**src/rtl/controle_jogada_timeout_pkg.sv**
```systemverilog
// rtl/controle_jogada_timeout_pkg.sv - shared exp4 state codes and timing constants
package controle_jogada_timeout_pkg;

  localparam int TIMEOUT_CYCLES_DEF = 3000;
  localparam int TIMER_W_DEF        = 12;

  // Codes are also decoded by the datapath debug displays; keep them stable.
  typedef enum logic [3:0] {
    INICIAL     = 4'h0,
    PREPARACAO  = 4'h1,
    ESPERA      = 4'h2,
    REGISTRA    = 4'h4,
    COMPARACAO  = 4'h5,
    PROXIMO     = 4'h6,
    FIM_ACERTO  = 4'hA,
    FIM_TIMEOUT = 4'hD,
    FIM_ERRO    = 4'hE
  } estado_t;

endpackage

```
**src/rtl/temporizador_timeout.sv**
```systemverilog
// rtl/temporizador_timeout.sv - play timeout counter, flags the last allowed cycle
module temporizador_timeout
  import controle_jogada_timeout_pkg::*;
#(
  parameter int TIMEOUT_CYCLES = TIMEOUT_CYCLES_DEF,
  parameter int TIMER_W        = TIMER_W_DEF
) (
  input  logic clock,
  input  logic reset,
  input  logic zera,
  input  logic conta,
  output logic fim_tempo
);

  logic [TIMER_W-1:0] count_q;
  logic [TIMER_W-1:0] count_d;

  always_comb begin
    count_d = count_q;
    if (zera) begin
      count_d = '0;
    end else if (conta && (count_q != {TIMER_W{1'b1}})) begin
      // saturate rather than wrap so a stuck count can never re-arm the timeout
      count_d = count_q + 1'b1;
    end
  end

  always_ff @(posedge clock or posedge reset) begin
    if (reset) begin
      count_q <= '0;
    end else begin
      count_q <= count_d;
    end
  end

  assign fim_tempo = (count_q == TIMER_W'(TIMEOUT_CYCLES - 1));

endmodule

```
**src/rtl/controle_jogada_timeout.sv**
```systemverilog
// rtl/controle_jogada_timeout.sv - Moore control unit for one game round with play timeout
module controle_jogada_timeout
  import controle_jogada_timeout_pkg::*;
#(
  parameter int TIMEOUT_CYCLES = TIMEOUT_CYCLES_DEF,
  parameter int TIMER_W        = TIMER_W_DEF
) (
  input  logic       clock,
  input  logic       reset,
  input  logic       iniciar,
  input  logic       jogada,
  input  logic       fim,
  input  logic       igual,
  output logic       zeraC,
  output logic       contaC,
  output logic       zeraR,
  output logic       registraR,
  output logic       acertou,
  output logic       errou,
  output logic       pronto,
  output logic       timeout,
  output logic       db_tem_jogada,
  output logic [3:0] db_estado
);

  estado_t estado_q;
  estado_t estado_d;
  logic    db_tem_jogada_q;
  logic    db_tem_jogada_d;
  logic    timer_zera;
  logic    timer_conta;
  logic    fim_tempo;

  temporizador_timeout #(
    .TIMEOUT_CYCLES(TIMEOUT_CYCLES),
    .TIMER_W       (TIMER_W)
  ) u_temporizador (
    .clock    (clock),
    .reset    (reset),
    .zera     (timer_zera),
    .conta    (timer_conta),
    .fim_tempo(fim_tempo)
  );

  always_comb begin
    estado_d    = estado_q;
    zeraC       = 1'b0;
    contaC      = 1'b0;
    zeraR       = 1'b0;
    registraR   = 1'b0;
    acertou     = 1'b0;
    errou       = 1'b0;
    pronto      = 1'b0;
    timeout     = 1'b0;
    timer_zera  = 1'b0;
    timer_conta = 1'b0;
    case (estado_q)
      INICIAL: if (iniciar) estado_d = PREPARACAO;
      PREPARACAO: begin
        zeraC      = 1'b1;
        zeraR      = 1'b1;
        timer_zera = 1'b1;
        estado_d   = ESPERA;
      end
      ESPERA: begin
        timer_conta = 1'b1;
        // a play landing on the expiry cycle still counts
        if (jogada)         estado_d = REGISTRA;
        else if (fim_tempo) estado_d = FIM_TIMEOUT;
      end
      REGISTRA: begin
        registraR = 1'b1;
        estado_d  = COMPARACAO;
      end
      COMPARACAO: begin
        if (!igual)   estado_d = FIM_ERRO;
        else if (fim) estado_d = FIM_ACERTO;
        else          estado_d = PROXIMO;
      end
      PROXIMO: begin
        contaC     = 1'b1;
        timer_zera = 1'b1;
        estado_d   = ESPERA;
      end
      FIM_ACERTO: begin
        acertou = 1'b1;
        pronto  = 1'b1;
        if (iniciar) estado_d = PREPARACAO;
      end
      FIM_ERRO: begin
        errou  = 1'b1;
        pronto = 1'b1;
        if (iniciar) estado_d = PREPARACAO;
      end
      FIM_TIMEOUT: begin
        errou   = 1'b1;
        pronto  = 1'b1;
        timeout = 1'b1;
        if (iniciar) estado_d = PREPARACAO;
      end
      default: estado_d = INICIAL;
    endcase
  end

  assign db_tem_jogada_d = jogada;

  always_ff @(posedge clock or posedge reset) begin
    if (reset) begin
      estado_q        <= INICIAL;
      db_tem_jogada_q <= 1'b0;
    end else begin
      estado_q        <= estado_d;
      db_tem_jogada_q <= db_tem_jogada_d;
    end
  end

  assign db_tem_jogada = db_tem_jogada_q;
  assign db_estado     = estado_q;

endmodule

```
**config.mk**
```make
export PLATFORM = sky130hd
export DESIGN_NAME = controle_jogada_timeout
export DESIGN_NICKNAME = d
export VERILOG_FILES = /design/src/rtl/controle_jogada_timeout_pkg.sv /design/src/rtl/temporizador_timeout.sv /design/src/rtl/controle_jogada_timeout.sv
export SDC_FILE = /design/constraint.sdc
export NUM_CORES = 1
export LEC_CHECK = 0
export BUFFER_PORTS_ARGS = -buffer_cell sky130_fd_sc_hd__buf_2
export CAP_MARGIN = 0
export CELL_PAD_IN_SITES_DETAIL_PLACEMENT = 1
export CELL_PAD_IN_SITES_GLOBAL_PLACEMENT = 1
export CORE_UTILIZATION = 30
export DETAILED_ROUTE_END_ITERATION = 12
export PLACE_DENSITY = 0.62
export SETUP_SLACK_MARGIN = 0.5
export SLEW_MARGIN = 40
export SYNTH_ARGS = -nofsm -noshare
export SYNTH_HDL_FRONTEND = slang
export SYNTH_SLANG_ARGS = --single-unit
```
**constraint.sdc**
```tcl
create_clock -name clock -period 2.6 [get_ports clock]
set_input_delay 0.65 -clock clock [delete_from_list [all_inputs] [get_ports clock]]
set_output_delay 0.65 -clock clock [all_outputs]
set_load 0.05 [all_outputs]
```
==> metrics.md, run 1 <==
| Metric | Value |
|---|---|
| Worst Setup SP | db_estado[3] |
| Clk buf depth | 2 |
| Slowest cell on crit path | dfrtp_2 |
| Power Density | 1070 mW/mm^2 |
| Max Clk Rate | 0.4910 GHz |
| Distinct cells, synth | 33 |
| Nets | 167 |
| Number of setup violations in the final report | 0 |
| Status | completed |
| CP Class | flip-flop to primary output |
| Met2 Wirelength | 1708 um |
| Final Hold Viols | 0 |
| DRT Pass-1 Iters | 4 |
| Final Cell Area | 0.001474 mm^2 |
| Metal1 wirelength | 1377 um |
| Min Tclk post-route | 2.037 ns |
| RePlAce Congestion | 0.7325 |
| Clock tree sinks | 17 |
| WL per Instance | 15.72 um |
| Synth Area in Simple Gates | 0.3179 |
| Core outline area | 0.003442 mm^2 |
| Commonest non-fill, non-tap cell in the layout | buf_4 |
| Post-route ant nets | 0 |
| Final HPWL DP | 2157 um |
| Hold WC Path Type | input port to async pin |
| I/O pin count | 19 |
| Post-Synth XOR/XNOR Area | 0 |
| Worst Tran Pin Value | 0.6938 ns |
| Mux contribution to synthesized area | 0.02029 |
| Initial antenna violation count | 0 |
| Grt total ovfl | 0 |
| DR vias/cell | 5.444 |
| Met3 wire length | 84 um |
| Worst r2r src | u_temporizador.count_q[0] |
| Leak Pwr | 0.6318 nW |
| Slew Limit Fails | 0 |
| Worst path required time | 1.95 ns |
| Worst Skew | 0.01138 ns |
| Die width | 62.82 um |
| Post-synthesis compound-gate area fraction | 0.2029 |
| Max VDD drop | 236.1 uV |
| Max transition margin | 0.5369 |
| First-pass GRT wire length | 4988 um |
| Area Growth Syn to Fin | 32.81% |
| Synth Net Count | 134 |
| #FFs+latches synth | 17 |
| Critical Path Start Type | flip-flop |
| DRC Markers | 0 |
| Cells after Synth | 127 |
| Rows | 21 |
| DR top layer | met4 |
| Cell Area, Placed | 0.001270 mm^2 |
| RSZ-0062 raised after global routing | true |
| Die area | 0.003946 mm^2 |
| Synth Area in Adders | 0.01127 |
| Starting density of the core | 0.3224 |
| Final Cycle Share | 0.7833 |
| # H-tree levels | 1 |
| GRT Overall Usage | 0.1622 |
| Port Buffers | 18 |
| Root Driver | clkbuf_8 |
| Critical path endpoint category | primary output |
| Drt total wl | 3223 um |
| Max cap viols | 0 |
| Main combinational cell family by area after synthesis | simple AND/OR/NAND/NOR gates |
| Largest net degree at the start of global routing | 18 |
| Syn Area/Cell | 8.739 um^2 |
| Critical path, cell by cell | nor2_2, buf_4, and3_1, buf_6 |
| Max Fanout on Critical Path | 7 |
| Synth area leader | dfrtp_1 |
| Most frequent cells in the layout | buf_4 (21), dfrtp_1 (13), a21oi_1 (12) |
| CTS buffer count | 3 |
| Iteration-0 DRC Markers | 30 |
| CTS tree | yes |
| Synth warnings | 0 |
| Clock Latency Late Sink | 0.27 ns |
| Synth top area cells | dfrtp_1 (38%), or4_1 (6.1%), a21oi_1 (5.9%) |
| Antenna diode count | 0 |
| Via count | 1116 |
| Worst-path clk slew | 0.08 ns |
| Layout cell share with drive strength beyond 1 | 0.3459 |
| Die Span Y | 62.82 um |
| Yosys top cell area share | 0.3833 |
| Setup TNS | 0 ns |
| Total power | 1.578 mW |
| Sequential fraction of the synthesis area | 0.3833 |
| Mapped Area | 0.001110 mm^2 |
| Critical path data arrival time | 1.39 ns |
| Hold WS | 0.4774 ns |
| Max incr delay on CP | 0.48 ns |
| Vias in the first global route | 1070 |
path summary, 6_finish.rpt:
kind | slack, ns | to | cells after the start
max reg2reg | 0.59 | db_estado[3] | 5
min | 0.48 | u_temporizador.count_q[2] | 2
max | 0.56 | registraR | 4
min in group clock | 0.54 | db_tem_jogada | 1
min reg2reg | 0.59 | u_temporizador.count_q[11] | 2
max in group asynchronous | 1.64 | db_estado[0] | 2
cell type report:
cell class | instances | area [um^2]
Timing Repair Buffer | 36 | 257.7
Clock buffer | 3 | 41.29
Inverter | 9 | 33.78
Multi-Input combinational cell | 93 | 648.1
Tap cell | 46 | 57.56
Clock inverter | 1 | 5.005
Sequential cell | 17 | 430.4
Fill cell | 406 | 1968
cell usage after synthesis:
cell type  number
nor4_1          2
clkbuf_1        4
nand2b_1        3
o211ai_1        1
nor4b_1         1
or4b_1          1
or4_1           9
nor2_1          4
mux2_1          1
o2111ai_1       2
nor4b_4         1
nand4b_1        1
ha_1            1
a21oi_1        13
dfrtp_1        17
o31ai_1         6
o21ai_0         5
nand3_1         6
nor4_2          1
buf_4           1
a31o_2          3
nand2_1         8
nand3b_1        1
o22ai_1         1
and3_1          4
or3_1           7
nor3b_1         1
mux2_2          1
a211o_1         2
inv_1           9
buf_2           3
nand4_1         5
o21a_1          2
layer usage:
layer | track usage | vias up
met2 | 0.2976 | 18
met3 | 0.02190 | 5
met4 | 0.06977 | 0
li1 | - | 546
met1 | 0.1854 | 547
met5 | 0 | -
power by group:
group	internal (mW)	switching (mW)	leakage [nW]
Sequential	0.316	0.0921	0.224
Clock	0.107	0.105	0.0255
Combinational	0.387	0.571	0.382
worst max-delay path, delay by kind of cell (launching register included):
family | cells | cell delay [ns]
simple gates | 2 | 0.33
flops | 1 | 0.48
buf+inv | 2 | 0.31
what timing repair did:
action                                  in CTS  in global routing
hold buffers                                 0                  0
endpoints found under the setup margin       6                 12
endpoints found under the hold margin        0                  0
resized for setup                            4                 16
pin swaps                                    0                  1
gates cloned                                 0                  0
setup buffers                                2                 14
state kept, by name (all words and copies together), names as in the netlist:
name,cells
db_estado,4
db_tem_jogada,1
u_temporizador.count_q,12
through the flow:
| stage | cells | util | setup slack, ns |
|---|---|---|---|
| global route | 205 | 0.4282 | 0.4795 |
| floorplan | 127 | - | 0.2392 |
| global placement | 185 | 0.3690 | 0.6371 |
| finish | 205 | 0.4282 | 0.5635 |
| detailed placement | 185 | 0.3690 | 0.5878 |
| CTS | 191 | 0.3897 | 0.4824 |
logic make-up (layout without fill, tap and decap cells):
logic type | after synthesis | count (layout)
and+or+nand+nor | 55 | 55
AOI/OAI and AO/OA | 35 | 35
DFF | 17 | 17
buffers and inverters | 17 | 49
muxes | 2 | 2
adders and majority gates | 1 | 1
Note: power is estimated with default switching activity, not from simulation.
==> run 2: changes to the inputs <==
- PLACE_DENSITY: 0.62 -> 0.64
- clock period: 2.6 -> 1.71 ns (I/O delays scaled with it)
==> metrics.md, run 2 (synthesis gave the netlist of run 1 again) <==
| Metric | Value |
|---|---|
| Sw Pwr | 1.563 mW (+100%) |
| Setup WS post-layout | -0.1906 ns (-0.7540 ns) |
| Max incr delay on CP | 0.48 ns (about the same) |
| Final Cycle Share | 1.111 |
| Starting density of the core | 0.3224 (unchanged) |
| Max cap viols | 0 (unchanged) |
| DR vias/cell | 5.729 (+5.2%) |
| CTS tree | yes |
| Max Fanout on Critical Path | 6 (-1) |
| Worst-path clk slew | 0.09 ns (about the same) |
| Reg with most FFs | u_temporizador.count_q |
| Drt total wl | 5554 um (+72%) |
| Via count | 1438 (+29%) |
| Hold WS | -0.008418 ns (-0.4858 ns) |
| Final Hold Viols | 2 (+2) |
| Failing checks | hold timing, setup timing |
| Hold WC Path Type | input port to async pin |
| RePlAce Congestion | 0.7857 (+7.3%) |
| GRT Overall Usage | 0.2935 (+0.1313) |
| Grt total ovfl | 0 (unchanged) |
| Vias in the first global route | 1563 (+46%) |
| Final instance count without filler cells | 251 (+22%) |
| Rows | 21 (unchanged) |
| Critical path data arrival time | 1.47 ns (+0.08 ns) |
| WL per Instance | 22.13 um (+41%) |
| Power Density | 1524 mW/mm^2 (+42%) |
| CTS buffer count | 3 (unchanged) |
| Leak Pwr | 0.9789 nW (+55%) |
| RSZ-0062 raised after global routing | true |
| Slowest cell on crit path | dfrtp_2 |
| Number of setup violations in the final report | 22 (+22) |
| CP Class | flip-flop to primary output |
| Worst Tran Pin Value | 0.4190 ns (-0.2748 ns) |
| First-pass GRT wire length | 8507 um (+71%) |
| Clk buf depth | 2 (unchanged) |
| DRC Markers | 0 (unchanged) |
| Status | complete, but fails checks |
| Slew Limit Fails | 0 (unchanged) |
| Die area | 0.003946 mm^2 (unchanged) |
| Critical path endpoint category | primary output |
| Die width | 62.82 um (unchanged) |
| Clock Latency Late Sink | 0.28 ns (about the same) |
| Min Tclk post-route | 1.901 ns |
| Critical Path Start Type | flip-flop |
| Comb pwr share | 0.721 (+0.114) |
| Max FFs per register | 12 (unchanged) |
| Iteration-0 DRC Markers | 72 (+140%) |
| Root Driver | clkbuf_8 |
| Layout cell share with drive strength beyond 1 | 0.6927 (+0.3468) |
| Max transition margin | 0.7181 (+0.1812) |
| Sw frac | 0.4623 (-0.02410) |
| Worst Skew | 0.005177 ns (-0.006205 ns) |
| Final HPWL DP | 2790 um (+29%) |
| Critical path, cell by cell | nor2_2, buf_4, and3_2, buf_6 |
| Dpl cells | 220 (+19%) |
| Max Clk Rate | 0.5262 GHz |
| Crit path max-delay family | flip-flops |
| Hold-fix buffers, CTS | 0 (unchanged) |
| Clock tree sinks | 17 (unchanged) |
| Nets | 213 (+28%) |
| Worst path required time | 1.28 ns (-0.67 ns) |
| Register share of total power | 0.174 (-0.085) |
| Initial antenna violation count | 0 (unchanged) |
| Antenna diode count | 0 (unchanged) |
| Cell-internal power | 1.818 mW (+120%) |
| Clk pwr share | 0.105 (-0.029) |
| Max VDD drop | 1056 uV (+350%) |
| Buf/Inv on CP | 2 (unchanged) |
| Core outline area | 0.003442 mm^2 (unchanged) |
| Commonest non-fill, non-tap cell in the layout | buf_4 |
| DRT Pass-1 Iters | 4 (unchanged) |
| Area Growth Syn to Fin | 100.0% |
| I/O pin count | 19 (unchanged) |
| Post-route ant nets | 0 (unchanged) |
| Largest net degree at the start of global routing | 16 (-2) |
| Dpl ws | -0.1617 ns (-0.7495 ns) |
| Port Buffers | 18 (unchanged) |
| # H-tree levels | 1 (unchanged) |
| Die Span Y | 62.82 um (unchanged) |
| Most frequent cells in the layout | buf_4 (42), buf_6 (27), dfrtp_1 (13) |
==> run 2: power groups by stage <==
stage | logic (mW) | clock network, mW | registers [mW]
after floorplan | 0.964 | 0 | 0.713
after global placement | 1.54 | 0 | 0.570
after detailed placement | 1.57 | 0 | 0.581
after CTS | 2.13 | 0.319 | 0.573
after global routing | 2.56 | 0.371 | 0.593
final | 2.44 | 0.355 | 0.588
==> run 2: worst paths after layout <==
| path | slack [ns] | start | end | depth (start not counted) |
|---|---|---|---|---|
| worst max-delay path | -0.19 | db_estado[0] | registraR | 4 |
| worst min-delay path | -0.008 | reset | db_tem_jogada | 2 |
| worst max register to register | -0.17 | u_temporizador.count_q[1] | u_temporizador.count_q[10] | 5 |
| worst min register to register | 0.64 | u_temporizador.count_q[9] | u_temporizador.count_q[9] | 2 |
| max in group asynchronous | 1.28 | reset | db_estado[3] | 3 |
| min in group clock | 0.31 | jogada | db_tem_jogada | 1 |
==> run 2: stage by stage <==
stage	setup TNS, ns	hold slack, ns	instance area, um^2	util	total power, mW
after global routing	-3.447	0.005931	2220	0.6449	3.527
after global placement	-0.6727	0.2844	1593	0.4627	2.105
final	-2.296	-0.008418	2220	0.6449	3.382
after detailed placement	-1.133	0.2940	1593	0.4627	2.148
after CTS	-1.122	0.02280	2063	0.5994	3.019
after floorplan	-5.201	0.3533	1239	-	1.677
==> run 2: layout make-up <==
type                            count  area, um^2
Timing Repair Buffer               82       774.5
Sequential cell                    17       430.4
Clock buffer                        3       41.29
Fill cell                         368        1222
Multi-Input combinational cell     93       874.6
Clock inverter                      1       5.005
Tap cell                           46       57.56
Inverter                            9       36.28
==> run 2: timing repair <==
item / in CTS / in global routing
gates resized for setup: 71 / 23
buffers inserted: 19 / 8
endpoints found under the setup margin: 29 / 29
pin swaps: 21 / 8
==> run 2: per-layer routing <==
metal,vias to the layer above,GRT usage,share of wire
met5,-,0,0
met4,0,0.1773,0.037
met3,19,0.06752,0.052
met2,50,0.5082,0.52
met1,726,0.3236,0.39
li1,643,-,-
